$ cat src/rtl/cla_pipe_addsub_pkg.sv
// Shared definitions for the pipelined carry-lookahead adder/subtractor:
// operation encoding and pipeline geometry helpers.
package cla_pipe_addsub_pkg;

   localparam logic OP_ADD   = 1'b0;
   localparam logic OP_SUB   = 1'b1;
   localparam int   BLK_BITS = 4;

   function automatic int num_stages(input int width, input int blk_per_stage);
      return width / (BLK_BITS * blk_per_stage);
   endfunction

endpackage

$ cat src/rtl/cla_slice.sv
// Combinational lookahead slice: BLK 4-bit P/G blocks chained by block
// generate/propagate, with slice-level PP/GG and a zero detect.
module cla_slice
   import cla_pipe_addsub_pkg::*;
#(
   parameter int BLK = 2
) (
   input  logic [BLK_BITS*BLK-1:0] a,
   input  logic [BLK_BITS*BLK-1:0] b,
   input  logic                    cin,
   output logic [BLK_BITS*BLK-1:0] s,
   output logic                    cout,
   output logic                    pp,
   output logic                    gg,
   output logic                    zero
);

   logic [BLK_BITS*BLK-1:0] c;
   logic [BLK-1:0]          bp;
   logic [BLK-1:0]          bg;
   logic [BLK:0]            bc;

   for (genvar j = 0; j < BLK; j++) begin : g_blk
      localparam int B = j * BLK_BITS;
      logic [3:0] p;
      logic [3:0] g;

      assign p     = a[B +: 4] ^ b[B +: 4];
      assign g     = a[B +: 4] & b[B +: 4];
      assign bp[j] = &p;
      assign bg[j] = g[3] | (p[3] & g[2]) | (p[3] & p[2] & g[1]) | (p[3] & p[2] & p[1] & g[0]);

      // Bit carries are flattened from the block carry-in, no ripple inside the block.
      assign c[B]     = bc[j];
      assign c[B + 1] = g[0] | (p[0] & bc[j]);
      assign c[B + 2] = g[1] | (p[1] & g[0]) | (p[1] & p[0] & bc[j]);
      assign c[B + 3] = g[2] | (p[2] & g[1]) | (p[2] & p[1] & g[0]) | (p[2] & p[1] & p[0] & bc[j]);
      assign s[B +: 4] = p ^ c[B +: 4];
   end

   // NOTE: every combinational output gets a value before the loop so no latch is inferred.
   always_comb begin
      bc[0] = cin;
      pp    = bp[0];
      gg    = bg[0];
      for (int j = 0; j < BLK; j++) begin
         bc[j + 1] = bg[j] | (bp[j] & bc[j]);
      end
      for (int j = 1; j < BLK; j++) begin
         gg = bg[j] | (bp[j] & gg);
         pp = pp & bp[j];
      end
   end

   assign cout = bc[BLK];
   assign zero = ~|s;

endmodule

$ cat src/rtl/cla_pipe_addsub.sv
// Pipelined adder/subtractor: one lookahead slice per stage, carry and partial
// results registered between stages, single global advance enable.
module cla_pipe_addsub
   import cla_pipe_addsub_pkg::*;
#(
   parameter int WIDTH         = 32,
   parameter int BLK_PER_STAGE = 2
) (
   input  logic             clk,
   input  logic             rst_n,
   input  logic             in_valid,
   output logic             in_ready,
   input  logic [WIDTH-1:0] a,
   input  logic [WIDTH-1:0] b,
   input  logic             op,
   input  logic             c_in,
   output logic             out_valid,
   input  logic             out_ready,
   output logic [WIDTH-1:0] sum,
   output logic             c_out,
   output logic             ovf,
   output logic             zero,
   output logic             neg
);

   localparam int SW     = BLK_BITS * BLK_PER_STAGE;
   localparam int STAGES = num_stages(WIDTH, BLK_PER_STAGE);
   localparam int LAST   = STAGES - 1;

   logic              en;
   logic [WIDTH-1:0]  a_d [STAGES];
   logic [WIDTH-1:0]  b_d [STAGES];
   logic [WIDTH-1:0]  s_d [STAGES];
   logic [WIDTH-1:0]  s_n [STAGES];
   logic [WIDTH-1:0]  a_q [STAGES];
   logic [WIDTH-1:0]  b_q [STAGES];
   logic [WIDTH-1:0]  s_q [STAGES];
   logic [SW-1:0]     sl_s [STAGES];
   logic [STAGES-1:0] c_d, z_d, v_d, z_n;
   logic [STAGES-1:0] c_q, z_q, v_q;
   logic [STAGES-1:0] sl_c, sl_z, sl_pp, sl_gg;

   assign en       = ~out_valid | out_ready;
   assign in_ready = en;

   // Stage 0 sees the raw inputs with b pre-inverted for SUB; later stages see the previous register.
   always_comb begin
      a_d[0] = a;
      b_d[0] = (op == OP_ADD) ? b : ~b;
      c_d[0] = (op == OP_SUB) ? 1'b1 : c_in;
      s_d[0] = '0;
      z_d[0] = 1'b1;
      v_d[0] = in_valid;
      for (int k = 1; k < STAGES; k++) begin
         a_d[k] = a_q[k-1];
         b_d[k] = b_q[k-1];
         c_d[k] = c_q[k-1];
         s_d[k] = s_q[k-1];
         z_d[k] = z_q[k-1];
         v_d[k] = v_q[k-1];
      end
   end

   for (genvar k = 0; k < STAGES; k++) begin : g_stage
      cla_slice #(.BLK(BLK_PER_STAGE)) u_slice (
         .a    (a_d[k][k*SW +: SW]),
         .b    (b_d[k][k*SW +: SW]),
         .cin  (c_d[k]),
         .s    (sl_s[k]),
         .cout (sl_c[k]),
         .pp   (sl_pp[k]),
         .gg   (sl_gg[k]),
         .zero (sl_z[k])
      );
   end

   always_comb begin
      for (int k = 0; k < STAGES; k++) begin
         s_n[k]              = s_d[k];
         s_n[k][k*SW +: SW]  = sl_s[k];
         z_n[k]              = z_d[k] & sl_z[k];
      end
   end

   // NOTE: data registers are reset along with the valid bits so sum and flags read 0 out of reset.
   always_ff @(posedge clk) begin
      if (!rst_n) begin
         for (int k = 0; k < STAGES; k++) begin
            a_q[k] <= '0;
            b_q[k] <= '0;
            s_q[k] <= '0;
         end
         c_q <= '0;
         z_q <= '0;
         v_q <= '0;
      end else if (en) begin
         // NOTE: non-blocking assignments so every stage samples the pre-edge value of its predecessor.
         for (int k = 0; k < STAGES; k++) begin
            a_q[k] <= a_d[k];
            b_q[k] <= b_d[k];
            s_q[k] <= s_n[k];
         end
         c_q <= sl_c;
         z_q <= z_n;
         v_q <= v_d;
      end
   end

   assign out_valid = v_q[LAST];
   assign sum       = s_q[LAST];
   assign c_out     = c_q[LAST];
   assign zero      = z_q[LAST];
   assign neg       = s_q[LAST][WIDTH-1];
   assign ovf       = (a_q[LAST][WIDTH-1] == b_q[LAST][WIDTH-1]) &
                      (s_q[LAST][WIDTH-1] != a_q[LAST][WIDTH-1]);

   // Only the operand sign bits matter at the last stage; slice PP/GG are spare lookahead terms.
   logic unused_bits;
   assign unused_bits = ^{a_q[LAST][WIDTH-2:0], b_q[LAST][WIDTH-2:0], sl_pp, sl_gg};

endmodule

$ cat config.mk
export PLATFORM = sky130hd
export DESIGN_NAME = cla_pipe_addsub
export DESIGN_NICKNAME = d
export VERILOG_FILES = /design/src/rtl/cla_pipe_addsub_pkg.sv /design/src/rtl/cla_slice.sv /design/src/rtl/cla_pipe_addsub.sv
export SDC_FILE = /design/constraint.sdc
export NUM_CORES = 1
export LEC_CHECK = 0
export CORE_UTILIZATION = 50
export CTS_BUF_LIST = sky130_fd_sc_hd__clkbuf_4
export DETAILED_ROUTE_END_ITERATION = 8
export PLACE_DENSITY_LB_ADDON = 0.1
export SKIP_CTS_REPAIR_TIMING = 1
export SKIP_LAST_GASP = 1
export SYNTH_ARGS = -nofsm -noshare
export SYNTH_HDL_FRONTEND = slang
export SYNTH_SLANG_ARGS = --single-unit
$ cat constraint.sdc
create_clock -name clk -period 7.1 [get_ports clk]
set_clock_uncertainty 0.15 [all_clocks]
set_input_delay 1.42 -clock clk [delete_from_list [all_inputs] [get_ports clk]]
set_output_delay 1.42 -clock clk [all_outputs]
set_load 0.02 [all_outputs]
==> reports/qor.yml <==
max_clock_freq_mhz: 203
synth-seq-area-share_pct: 64.0
power.density_nw_per_um2: 216
async_flop_share_pct: 0
insertion_delay_ns: 0.59
rsz0062_at_grt: "false"
crit_path_end_kind: "output pin"
io_pins: 108
path_buf_inv: 4
fin_ws_ns: 2.17
synth_cells: 647
start_kind: "primary input"
grt_usage_pct: 18.3
fin_total_pwr_mw: 2.21
io_buffers: 107
arrival_ns: 3.36
vias: 5126
routed-wl-met2_um: 7540
wire_per_inst_um: 15.9
syn_area_per_cell_um2: 13.5
die_h_um: 134
synth_edf_count: 178
worst_path_most_repeated_cell: "clkdlybuf4s50_1"
crit_family: "buffers and inverters"
placed_area_um2: 9930
synth_flop_cell: "edfxtp_1"
critPathRequiredTime_ns: 5.53
root_buffer: "clkbuf_4"
power_leakage_nw: 4.48
max-slew-margin-rel_pct: 33.7
place.gp.congestion: 0.872
dieArea_um2: 18000
maxCapViolCount: 0
cpPeakStageDelay_ns: 0.70
tightest_slew_ns: 0.991
core_um2: 16800
final-max-slew-violation-count: 0
grt_pass1_vias: 5037
grt_max_degree: 101
path_class: "primary input to output pin"
wl_met1_um: 7080
grt_pass1_wl_um: 25300
drtIter0Drc: 211
dp_hpwl_um: 9750
std_cell_rows: 47
cp_max_fo: 51
final_area_um2: 10200
netlist_area_um2: 8720
start_util_pct: 51.9
synth-seq-cells: 190
post-route-min-period_ns: 4.93
ir_drop_mv: 0.0989
clock_sinks: 190
status: "completed"
dr.pass1.iters: 4
drive_gt1_share_pct: 8.17
clkTransAtPathRegs_ns: 0.14
layout_common_cells: "178 x edfxtp_1, 129 x and3_1, 105 x clkdlybuf4s50_1, 57 x nor2_1, 39 x xnor2_1"
wl_met3_um: 559
cts_tree: "yes"
ant_nets: 0
worstPathCellList: "clkdlybuf4s50_1 > nor2b_2 > buf_4 > clkinv_2 > clkdlybuf4s50_1"
setup_tns_ns: 0
syn_nets: 757
post-place-ws_ns: 2.16
min_period_over_period_pct: 69.4
cts_made_buffers: 17
slowest_stage: "clkdlybuf4s50_1"
top_layer_used: "met4"
yosysWarnings: 0
synthToLayoutAreaGrowth_pct: 17.2
hold_slack_ns: 0.318
fp.dieW_um: 134
antenna_found_initial: 1
cts_buffer_depth: 2
nets: 844
final-hold-violation-count: 0
vias_per_cell: 5.30
drt-total-wl_um: 15400
synth_cell_types: 56
hp-class: "flip-flop to flip-flop"
htreeDepth: 4
finalSetupViolations: 0
mostFrequentLayoutCell: "edfxtp_1"
drc_errors: 0
grt-ovfl-total: 0
-- final timing paths --
path	cells past startpoint	slack (ns)	endpoint	startpoint
max	5	2.17	in_ready	out_ready
min	2	0.32	v_q[2]	v_q[1]
min reg2reg	2	0.32	v_q[2]	v_q[1]
max reg2reg	9	4.30	z_q[2]	a_q[1][16]
-- worst reg2reg max path, stage by stage, from the launching register on --
cell and delay [ns]:
edfxtp_1 0.45, ha_1 0.32, a21o_1 0.20, nand4_1 0.18, nand2_1 0.10, or2_2 0.29
fa_1 0.47, nor3b_1 0.21, nand4_1 0.13, o31ai_1 0.25
-- Yosys cell counts, types with 4 or more instances --
cell	n	area [um2]
dfxtp_1	12	240
nand3_1	4	20.0
nand2_1	25	93.8
clkbuf_1	30	113
buf_2	11	55.1
edfxtp_1	178	5350
nand2b_1	4	25.0
ha_1	32	400
o21a_1	4	30.0
fa_1	8	160
a21oi_1	7	35.0
a21o_1	4	30.0
o21ai_0	8	40.0
and3_1	129	807
inv_1	10	37.5
nor3_1	9	45.0
nand4_1	5	31.3
nor2_1	57	214
a31oi_1	4	25.0
xor2_1	17	149
and2_1	4	25.0
xnor2_1	39	342
-- per-stage QoR --
step	instances	utilization (%)
final	968	60.8
after global routing	968	60.8
after CTS	967	60.8
after detailed placement	935	59.0
after global placement	935	59.0
after floorplan	647	-
-- where the power goes --
group | switching (mW) | leakage (nW) | internal (mW)
registers | 0.0231 | 2.21 | 1.30
clock network | 0.372 | 0.159 | 0.215
logic | 0.147 | 2.11 | 0.147
total | 0.542 | 4.48 | 1.67
-- final cells by class --
cell class | count | area (um2)
fill | 1339 | 6600
sequential | 190 | 5590
multi-input combinational | 404 | 2920
timing repair buffer | 111 | 1110
tap | 220 | 275
clock inverter | 15 | 164
clock buffer | 17 | 128
inverter | 10 | 38.8
antenna | 1 | 2.50
-- flip-flops by register name, summed over array words and instances, names as in the netlist --
register  flops
s_q          80
c_q           4
a_q          49
b_q          49
z_q           4
v_q           4
-- cells by family (layout without fill, tap and decap cells) --
group | Yosys count | after routing | synth area share [%]
fa+ha+maj | 40 | 40 | 6.43
xor+xnor | 56 | 56 | 5.62
buf+inv | 53 | 153 | 2.57
mux | 3 | 3 | 0.416
flops | 190 | 190 | 64.0
compound gates | 52 | 52 | 4.98
simple gates | 253 | 253 | 16.0
other cells | 0 | 1 | 0
-- per-layer routing --
layer,up-vias,track usage [%]
met2,104,29.5
li1,2547,-
met4,0,6.80
met5,-,0
met1,2460,24.3
met3,15,4.23
Power figures use the tool's default switching activity.
